$ cat src/rtl/imem_boot_loader_if.sv
// Byte-stream input and IMEM write/status bus of the boot loader.
// The loader uses the slave modport; the stream source uses master.
interface imem_boot_loader_if #(
  parameter int unsigned ADDR_W = 6
);
  logic              in_valid;
  logic [7:0]        in_data;
  logic              in_ready;
  logic              imem_we;
  logic [ADDR_W-1:0] imem_addr;
  logic [31:0]       imem_wdata;
  logic              cpu_rst;
  logic              done;
  logic              error;

  modport master (
    output in_valid, in_data,
    input  in_ready, imem_we, imem_addr, imem_wdata, cpu_rst, done, error
  );

  modport slave (
    input  in_valid, in_data,
    output in_ready, imem_we, imem_addr, imem_wdata, cpu_rst, done, error
  );
endinterface

$ cat src/rtl/imem_boot_loader.sv
// Loads a framed little-endian word image into IMEM from a byte stream and
// holds the CPU in reset until the whole image has arrived with a good checksum.
module imem_boot_loader #(
  parameter int unsigned IMEM_DEPTH = 64,
  parameter int unsigned ADDR_W     = 6
) (
  input  logic                clk,
  input  logic                rst,
  imem_boot_loader_if.slave   bus
);

  localparam int unsigned CNT_W = 16;
  localparam logic [CNT_W-1:0] DEPTH_CNT = CNT_W'(IMEM_DEPTH);

  typedef enum logic [2:0] {
    S_HDR0,
    S_HDR1,
    S_DATA,
    S_CSUM,
    S_DONE,
    S_ERROR
  } state_t;

  state_t            state_q, state_d;
  logic [CNT_W-1:0]  cnt_q, cnt_d;
  logic [CNT_W-1:0]  wcnt_q, wcnt_d;
  logic [1:0]        bidx_q, bidx_d;
  logic [7:0]        xor_q, xor_d;
  logic [23:0]       wbuf_q, wbuf_d;
  logic              we_q, we_d;
  logic [ADDR_W-1:0] addr_q, addr_d;
  logic [31:0]       wdata_q, wdata_d;

  logic             receiving;
  logic             accept;
  logic [7:0]       xor_nx;
  logic [CNT_W-1:0] cnt_full;

  assign receiving = (state_q == S_HDR0) || (state_q == S_HDR1) ||
                     (state_q == S_DATA) || (state_q == S_CSUM);
  assign accept    = bus.in_valid && bus.in_ready;
  assign xor_nx    = xor_q ^ bus.in_data;
  assign cnt_full  = {bus.in_data, cnt_q[7:0]};

  // State register and datapath registers.
  always_ff @(posedge clk or posedge rst) begin
    if (rst) begin
      state_q <= S_HDR0;
      cnt_q   <= '0;
      wcnt_q  <= '0;
      bidx_q  <= '0;
      xor_q   <= '0;
      wbuf_q  <= '0;
      we_q    <= 1'b0;
      addr_q  <= '0;
      wdata_q <= '0;
    end else begin
      state_q <= state_d;
      cnt_q   <= cnt_d;
      wcnt_q  <= wcnt_d;
      bidx_q  <= bidx_d;
      xor_q   <= xor_d;
      wbuf_q  <= wbuf_d;
      we_q    <= we_d;
      addr_q  <= addr_d;
      wdata_q <= wdata_d;
    end
  end

  // Next-state and next-register values; a cycle without accept holds everything.
  always_comb begin
    state_d = state_q;
    cnt_d   = cnt_q;
    wcnt_d  = wcnt_q;
    bidx_d  = bidx_q;
    xor_d   = xor_q;
    wbuf_d  = wbuf_q;
    we_d    = 1'b0;
    addr_d  = addr_q;
    wdata_d = wdata_q;

    case (state_q)
      S_HDR0: begin
        if (accept) begin
          cnt_d   = {cnt_q[15:8], bus.in_data};
          xor_d   = xor_nx;
          state_d = S_HDR1;
        end
      end
      S_HDR1: begin
        if (accept) begin
          cnt_d = cnt_full;
          xor_d = xor_nx;
          if ((cnt_full == '0) || (cnt_full > DEPTH_CNT)) state_d = S_ERROR;
          else                                             state_d = S_DATA;
        end
      end
      S_DATA: begin
        if (accept) begin
          xor_d  = xor_nx;
          bidx_d = bidx_q + 2'd1;
          case (bidx_q)
            2'd0: wbuf_d[7:0]   = bus.in_data;
            2'd1: wbuf_d[15:8]  = bus.in_data;
            2'd2: wbuf_d[23:16] = bus.in_data;
            default: begin
              we_d    = 1'b1;
              addr_d  = wcnt_q[ADDR_W-1:0];
              wdata_d = {bus.in_data, wbuf_q};
              wcnt_d  = wcnt_q + CNT_W'(1);
              if ((wcnt_q + CNT_W'(1)) == cnt_q) state_d = S_CSUM;
            end
          endcase
        end
      end
      S_CSUM: begin
        if (accept) begin
          xor_d = xor_nx;
          if (xor_nx == 8'h00) state_d = S_DONE;
          else                 state_d = S_ERROR;
        end
      end
      S_DONE:  state_d = S_DONE;
      S_ERROR: state_d = S_ERROR;
      default: state_d = S_ERROR;
    endcase
  end

  // in_ready follows the state but is forced low while reset is held.
  assign bus.in_ready   = receiving && !rst;
  assign bus.imem_we    = we_q;
  assign bus.imem_addr  = addr_q;
  assign bus.imem_wdata = wdata_q;
  assign bus.cpu_rst    = (state_q != S_DONE);
  assign bus.done       = (state_q == S_DONE);
  assign bus.error      = (state_q == S_ERROR);

endmodule
$ cat src/flat_wrapper.sv
// flat-port wrapper written by rule: the top's interface ports become plain ports
module imem_boot_loader_flat 
#(
  parameter int unsigned IMEM_DEPTH = 64,
  parameter int unsigned ADDR_W     = 6
)
  (clk, rst, bus_in_valid, bus_in_data, bus_in_ready, bus_imem_we, bus_imem_addr, bus_imem_wdata, bus_cpu_rst, bus_done, bus_error);
  imem_boot_loader_if #(.ADDR_W(ADDR_W)) bus_i ();
  input  logic clk;
  input  logic rst;
  input wire logic [$bits(bus_i.in_valid)-1:0] bus_in_valid;
  input wire logic [$bits(bus_i.in_data)-1:0] bus_in_data;
  output wire logic [$bits(bus_i.in_ready)-1:0] bus_in_ready;
  output wire logic [$bits(bus_i.imem_we)-1:0] bus_imem_we;
  output wire logic [$bits(bus_i.imem_addr)-1:0] bus_imem_addr;
  output wire logic [$bits(bus_i.imem_wdata)-1:0] bus_imem_wdata;
  output wire logic [$bits(bus_i.cpu_rst)-1:0] bus_cpu_rst;
  output wire logic [$bits(bus_i.done)-1:0] bus_done;
  output wire logic [$bits(bus_i.error)-1:0] bus_error;
  assign bus_i.in_valid = bus_in_valid;
  assign bus_i.in_data = bus_in_data;
  assign bus_in_ready = bus_i.in_ready;
  assign bus_imem_we = bus_i.imem_we;
  assign bus_imem_addr = bus_i.imem_addr;
  assign bus_imem_wdata = bus_i.imem_wdata;
  assign bus_cpu_rst = bus_i.cpu_rst;
  assign bus_done = bus_i.done;
  assign bus_error = bus_i.error;
  imem_boot_loader #(.IMEM_DEPTH(IMEM_DEPTH), .ADDR_W(ADDR_W)) u_core (.clk(clk), .rst(rst), .bus(bus_i));
endmodule
$ cat config.mk
export PLATFORM = sky130hd
export DESIGN_NAME = imem_boot_loader_flat
export DESIGN_NICKNAME = d
export VERILOG_FILES = /design/src/rtl/imem_boot_loader_if.sv /design/src/rtl/imem_boot_loader.sv /design/src/flat_wrapper.sv
export SDC_FILE = /design/constraint.sdc
export NUM_CORES = 1
export LEC_CHECK = 0
export CELL_PAD_IN_SITES_DETAIL_PLACEMENT = 0
export CELL_PAD_IN_SITES_GLOBAL_PLACEMENT = 2
export CORE_MARGIN = 1
export CORE_UTILIZATION = 33
export DETAILED_ROUTE_END_ITERATION = 7
export PLACE_DENSITY_LB_ADDON = 0.1
export SLEW_MARGIN = 15
export SYNTH_ARGS = -nofsm -noshare
export SYNTH_HDL_FRONTEND = slang
export SYNTH_SLANG_ARGS = --single-unit
$ cat constraint.sdc
create_clock -name clk -period 3 [get_ports clk]
set_input_delay 0.3 -clock clk [delete_from_list [all_inputs] [get_ports clk]]
set_output_delay 0.3 -clock clk [all_outputs]
set_load 0.02 [all_outputs]
=== Word-level counts from Yosys, hierarchy flattened ===
Cells that the tools add are included.

* Add/subtract/negate cells: 2
* Multiply operators: 0
* Divide/modulo/power cells: 0
* $lt $le $gt $ge: 1
* Equality and inequality tests: 15
* Shifts and indexed selects: 0
* Multiplexer cells: 15
* Bitwise operators: 4
* Reduce and logical (&&, ||, !) cells: 22

{| class="wikitable"
|+ Operators by type and width
! cell !! number
|-
| $pmux W16 S2 || 1
|-
| $mux W3 || 7
|-
| $reduce_and A3 Y1 || 6
|-
| $add A16 B1 Y16 const B || 1
|-
| $eq A16 B16 Y1 || 1
|-
| $gt A16 B7 Y1 const B || 1
|-
| $logic_not A16 Y1 || 1
|-
| $mux W16 || 1
|-
| $pmux W3 S5 || 1
|-
| $logic_not A8 Y1 || 1
|-
| $mux W8 || 1
|-
| $ne A2 B1 Y1 const B || 4
|-
| $xor A8 B8 Y8 || 1
|-
| $eq A3 B2 Y1 const B || 2
|-
| $eq A3 B3 Y1 const B || 2
|-
| $reduce_and A6 Y1 || 1
|-
| $logic_or A1 B1 Y1 || 4
|-
| $mux W1 || 4
|-
| $ne A2 B2 Y1 const B || 2
|-
| $reduce_and A2 Y1 || 2
|-
| $reduce_or A4 Y1 || 1
|-
| $eq A3 B1 Y1 const B || 1
|-
| $logic_not A3 Y1 || 1
|-
| $ne A3 B3 Y1 const B || 1
|-
| 8 further kinds || 11
|}

* Bits in registers: 108
* Latch bits: 0
* Memory bits (writable): 0
* ROM bits: 0
* Output and inout bits: 43
* Logic and storage cells: 71
* Memories: 0

=== Longest topological paths before layout ===
* Word-level depth: 8
* Mapped depth: 9
* Depth with buffers taken out: 7

=== Worst setup path after synthesis ===
No wires, ideal clock.

* Path kind: reg-to-reg
* Start point: reg u_core.wcnt_q[1]
* End point: reg u_core.state_q[0]
* Library setup time: 0.064 ns
* Data arrival time: 1.769 ns
* Required time: 2.936 ns
* Setup slack: 1.166 ns
* Cell stages (with the launch flop): 9
* Path buffers: 1
* Period minus slack after synthesis: 1.834 ns
* Path through: dfrtp_1 > ha_1 > nand3_1 > buf_2 > or3_1 > a21boi_0 > o21ai_1 > nor4_2 > o21a_1

* Cells in the longest elaborated chain, start to end: 4

{| class="wikitable"
|+ RTL lines
! item !! line !! text
|-
| from (decl) || imem_boot_loader.sv:26 || <nowiki>logic [CNT_W-1:0] wcnt_q, wcnt_d;</nowiki>
|-
| from (signal assigned) || imem_boot_loader.sv:60 || <nowiki>wcnt_q <= wcnt_d;</nowiki>
|-
| $add A16 B1 Y16 || imem_boot_loader.sv:111 || <nowiki>if ((wcnt_q + CNT_W'(1)) == cnt_q) state_d = S_CSUM;</nowiki>
|-
| $eq A16 B16 Y1 || imem_boot_loader.sv:111 ||
|-
| $ne A2 B2 Y1 (no source line) || n/a ||
|-
| $reduce_and A6 Y1 (no source line) || n/a ||
|-
| to (signal assigned) || imem_boot_loader.sv:58 || <nowiki>state_q <= state_d;</nowiki>
|-
| to (decl) || imem_boot_loader.sv:24 || <nowiki>state_t state_q, state_d;</nowiki>
|}

No other way between the ends.
A chain may end at the register's enable or synchronous reset.

=== Worst setup path in the final report ===
Ends and elaborated chain as after synthesis.

==> flow_results.xml <==
<?xml version="1.0" encoding="UTF-8"?>
<metrics>
  <group name="run_status">
    <metric name="result_of_the_run" unit="">finished with violations</metric>
    <metric name="violations" unit="">design-rule violations</metric>
  </group>
  <group name="clock_tree">
    <metric name="cts_setup_buffers" unit="">0</metric>
    <metric name="worstSkewPairLatency" unit="ns">0.36</metric>
    <metric name="clock_path_buffers" unit="">2</metric>
    <metric name="hold_buffers" unit="">0</metric>
    <metric name="htreeDepth" unit="">3</metric>
    <metric name="numClockSinks" unit="">108</metric>
    <metric name="clk_pin_slew_worst_paths" unit="ns">0.08</metric>
    <metric name="clock-root-buffer" unit="">sky130_fd_sc_hd__clkbuf_16</metric>
    <metric name="cts_tree" unit="">done</metric>
    <metric name="cts_made_buffers" unit="">9</metric>
    <metric name="post_cts_resized" unit="">0</metric>
  </group>
  <group name="synthesis">
    <metric name="cell_accounting_for_the_most_synthesized_area" unit="">sky130_fd_sc_hd__dfrtp_1</metric>
    <metric name="synth_top_flop_cell" unit="">sky130_fd_sc_hd__dfrtp_1</metric>
    <metric name="synth_top_cells_by_area" unit="">sky130_fd_sc_hd__dfrtp_1, sky130_fd_sc_hd__nand2_1, sky130_fd_sc_hd__mux2_2</metric>
    <metric name="synth_edf_count" unit="">0</metric>
    <metric name="synthesis.area" unit="µm²">4970</metric>
    <metric name="synthesis.nets" unit="">494</metric>
    <metric name="synthesis.area_per_instance" unit="µm²">10.4</metric>
    <metric name="synth-seq-cells" unit="">108</metric>
    <metric name="postSynthCellCount" unit="">478</metric>
    <metric name="async_reset_ff_share" unit="%">100</metric>
    <metric name="yosys.area.top_type_share" unit="%">54.3</metric>
    <metric name="yosys_warnings" unit="">0</metric>
    <metric name="synth_cell_type_count" unit="">46</metric>
    <metric name="synth.yosys.seq_area_share" unit="%">54.3</metric>
  </group>
  <group name="pwr">
    <metric name="vdd.ir_drop.worst" unit="mV">0.296</metric>
    <metric name="p_leak" unit="nW">2.80</metric>
    <metric name="power.density_cell_area" unit="nW/µm²">622</metric>
  </group>
  <group name="sta">
    <metric name="finalSetupTns" unit="ns">0</metric>
    <metric name="slew_headroom" unit="%">52.6</metric>
    <metric name="setup_viol_count_final" unit="">0</metric>
    <metric name="worst_slack" unit="ns">0.724</metric>
    <metric name="clock_skew" unit="ns">0.00902</metric>
    <metric name="transition_time_at_the_pin_with_the_least_slew_margin" unit="ns">0.710</metric>
    <metric name="max_freq" unit="MHz">439</metric>
    <metric name="final_min_period_over_clock_period" unit="%">75.9</metric>
    <metric name="slew_violations" unit="">0</metric>
    <metric name="grt_setup_unrepaired" unit="">no</metric>
    <metric name="layout_min_cycle_time" unit="ns">2.28</metric>
    <metric name="finalHoldViolations" unit="">0</metric>
  </group>
  <group name="cells_and_area">
    <metric name="drive_gt1_share" unit="%">15.2</metric>
    <metric name="final_common_cell" unit="">sky130_fd_sc_hd__nand2_1</metric>
    <metric name="layout.cells.most_common_list" unit="">sky130_fd_sc_hd__nand2_1, sky130_fd_sc_hd__dfrtp_1, sky130_fd_sc_hd__clkdlybuf4s50_1</metric>
    <metric name="layout-area-overhead-vs-synth" unit="%">21.6</metric>
    <metric name="insertedDiodeCount" unit="">0</metric>
    <metric name="final_net_count" unit="">544</metric>
  </group>
  <group name="critical_path">
    <metric name="worstRegToRegCells" unit="">7</metric>
    <metric name="maximum_fanout_count_along_the_critical_path" unit="">8</metric>
    <metric name="max_stage_delay" unit="ns">0.52</metric>
    <metric name="timing.reg2reg.setup_slack" unit="ns">0.72</metric>
    <metric name="critPathSlowestCell" unit="">sky130_fd_sc_hd__or4_4</metric>
    <metric name="start_of_the_worst_register_to_register_path" unit="">u_core.wcnt_q[1]</metric>
    <metric name="endpoint_of_the_worst_register_to_register_path" unit="">u_core.state_q[0]</metric>
    <metric name="worstPathRequired" unit="ns">3.30</metric>
    <metric name="worstPathArrival" unit="ns">2.58</metric>
    <metric name="cp-startpoint" unit="">u_core.wcnt_q[1]</metric>
    <metric name="timing.critical_path.to_type" unit="">flip-flop</metric>
    <metric name="cp_num_buf_inv" unit="">0</metric>
    <metric name="worstSetupStartpointType" unit="">flip-flop</metric>
    <metric name="cp_top_family" unit="">simple AND/OR/NAND/NOR gates</metric>
    <metric name="path_class" unit="">reg2reg</metric>
    <metric name="worstPathCellList" unit="">ha_1 &gt; nand3_1 &gt; or4_4 &gt; xnor2_2 &gt; o21ai_1 &gt; nor4_2 &gt; o21a_1</metric>
  </group>
  <group name="floorplanning">
    <metric name="die-area" unit="µm²">15600</metric>
    <metric name="core.rowCount" unit="">44</metric>
    <metric name="initial_core_utilization" unit="%">34.0</metric>
    <metric name="dieWidth" unit="µm">125</metric>
    <metric name="num_io_pins" unit="">54</metric>
    <metric name="coreArea" unit="µm²">14600</metric>
    <metric name="die_h" unit="µm">125</metric>
  </group>
  <group name="grt">
    <metric name="grt_first_pass_wirelength" unit="µm">19500</metric>
    <metric name="grt_remaining_overflow" unit="">0</metric>
    <metric name="globalRouteTotalUtil" unit="%">16.7</metric>
    <metric name="grt_max_degree" unit="">46</metric>
    <metric name="antenna_found_initial" unit="">0</metric>
    <metric name="vias_in_the_first_global_route" unit="">3570</metric>
  </group>
  <group name="placement">
    <metric name="gp_routability_congestion" unit="">0.782</metric>
    <metric name="buffer_ports.inserted" unit="">53</metric>
    <metric name="place_worst_setup_slack" unit="ns">0.433</metric>
    <metric name="sum_of_net_half_perimeters_after_detailed_placement" unit="µm">8000</metric>
  </group>
  <group name="run">
    <metric name="max-cap-violations" unit="">0</metric>
  </group>
  <group name="route">
    <metric name="initialDrtViolationCount" unit="">189</metric>
    <metric name="post-route-drc-count" unit="">2</metric>
    <metric name="drt-wirelength-per-cell" unit="µm">16.8</metric>
    <metric name="vias_per_cell" unit="">4.74</metric>
    <metric name="drt-total-wl" unit="µm">12000</metric>
    <metric name="routed_via_count" unit="">3402</metric>
    <metric name="detailedRoute.firstPassIterationCount" unit="">6</metric>
    <metric name="drt.antenna.violating_nets" unit="">0</metric>
  </group>
  <group name="hold_path">
    <metric name="hold-path-cell-count" unit="">2</metric>
    <metric name="min-delay-start" unit="">u_core.wbuf_q[23]</metric>
    <metric name="min_delay_worst_endpoint" unit="">u_core.bus.imem_wdata[23]</metric>
    <metric name="holdCritPathClass" unit="">reg2reg</metric>
  </group>
</metrics>
metal layers:
metal	vias to the layer above	global-route usage, %	part of all wire [%]
li1	1653	-	-
met1	1688	21.9	48
met2	54	27.4	47
met3	7	4.17	3.3
met4	0	4.36	1.0
met5	-	0	0
flip-flops by register name, indices dropped and copies added, names as in the netlist:
register               flops
u_core.cnt_q              16
u_core.bus.imem_we         1
u_core.bidx_q              2
u_core.wbuf_q             24
u_core.state_q             3
u_core.bus.imem_wdata     32
u_core.wcnt_q             16
u_core.bus.imem_addr       6
u_core.xor_q               8
worst max path at each step:
| stage | endpoint | cells after the start | slack [ns] |
|---|---|---|---|
| after floorplan | u_core.state_q[0] | 8 | 1.17 |
| after global placement | u_core.wcnt_q[10] | 7 | 0.48 |
| after detailed placement | u_core.bus.imem_wdata[12] | 8 | 0.43 |
| after CTS | u_core.state_q[0] | 7 | 0.70 |
| after global routing | u_core.state_q[0] | 8 | 0.55 |
| final | u_core.state_q[0] | 7 | 0.72 |
final cells by class:
| type | instances | area, µm² |
|---|---|---|
| Multi-Input combinational cell | 332 | 2100 |
| Clock inverter | 7 | 82.6 |
| Sequential cell | 108 | 2700 |
| Fill cell | 1455 | 8590 |
| Inverter | 8 | 33.8 |
| Timing Repair Buffer | 69 | 676 |
| Tap cell | 184 | 230 |
| Clock buffer | 9 | 225 |
logic make-up after synthesis:
logic type | count (synthesis) | share of synthesized area (%)
flip-flops | 108 | 54.3
AO/OA/AOI/OAI | 22 | 2.97
buffers and inverters | 38 | 3.47
multiplexers | 41 | 9.26
adder cells (fa/ha/maj) | 5 | 1.26
XOR/XNOR | 56 | 10.0
AND/OR/NAND/NOR | 208 | 18.7
metrics by stage:
step | instance area, µm² | total power, W | util [%] | cells | hold slack [ns]
3_3_place_gp | 5740 | 0.00257 | 39.2 | 701 | 0.440
3_5_place_dp | 5740 | 0.00258 | 39.2 | 701 | 0.453
2_1_floorplan | 4980 | 0.00234 | - | 478 | 0.433
5_1_grt | 6050 | 0.00397 | 41.3 | 717 | 0.502
6_report | 6050 | 0.00376 | 41.3 | 717 | 0.468
4_1_cts | 6050 | 0.00383 | 41.3 | 717 | 0.475
worst register-to-register path: stages, from the launching register on:
cell and delay (ns):
sky130_fd_sc_hd__dfrtp_1 0.46, sky130_fd_sc_hd__ha_1 0.25, sky130_fd_sc_hd__nand3_1 0.27, sky130_fd_sc_hd__or4_4 0.52
sky130_fd_sc_hd__xnor2_2 0.14, sky130_fd_sc_hd__o21ai_1 0.10, sky130_fd_sc_hd__nor4_2 0.34, sky130_fd_sc_hd__o21a_1 0.15
synth_stat cells, types with 3 or more instances:
library cell and instances:
sky130_fd_sc_hd__nand2_1 142, sky130_fd_sc_hd__dfrtp_1 108, sky130_fd_sc_hd__xnor2_1 43, sky130_fd_sc_hd__mux2_2 40, sky130_fd_sc_hd__clkbuf_1 17, sky130_fd_sc_hd__nor2_1 15
sky130_fd_sc_hd__nand3_1 12, sky130_fd_sc_hd__xor2_1 12, sky130_fd_sc_hd__buf_2 9, sky130_fd_sc_hd__nor3_1 8, sky130_fd_sc_hd__inv_1 7, sky130_fd_sc_hd__o21ai_0 6
sky130_fd_sc_hd__ha_1 5, sky130_fd_sc_hd__and3_1 4, sky130_fd_sc_hd__nor4_1 4, sky130_fd_sc_hd__a31oi_1 3, sky130_fd_sc_hd__buf_4 3, sky130_fd_sc_hd__nand2b_1 3
sky130_fd_sc_hd__nand4_1 3, sky130_fd_sc_hd__nor2b_1 3, sky130_fd_sc_hd__o2111ai_1 3
power by group:
group	switching, W	leakage, nW	internal (W)
sequential	0.000190	1.44	0.00163
combinational	0.000330	1.22	0.000396
clock	0.000620	0.147	0.000598
total	0.00114	2.80	0.00262
Power figures use the tool's default switching activity.
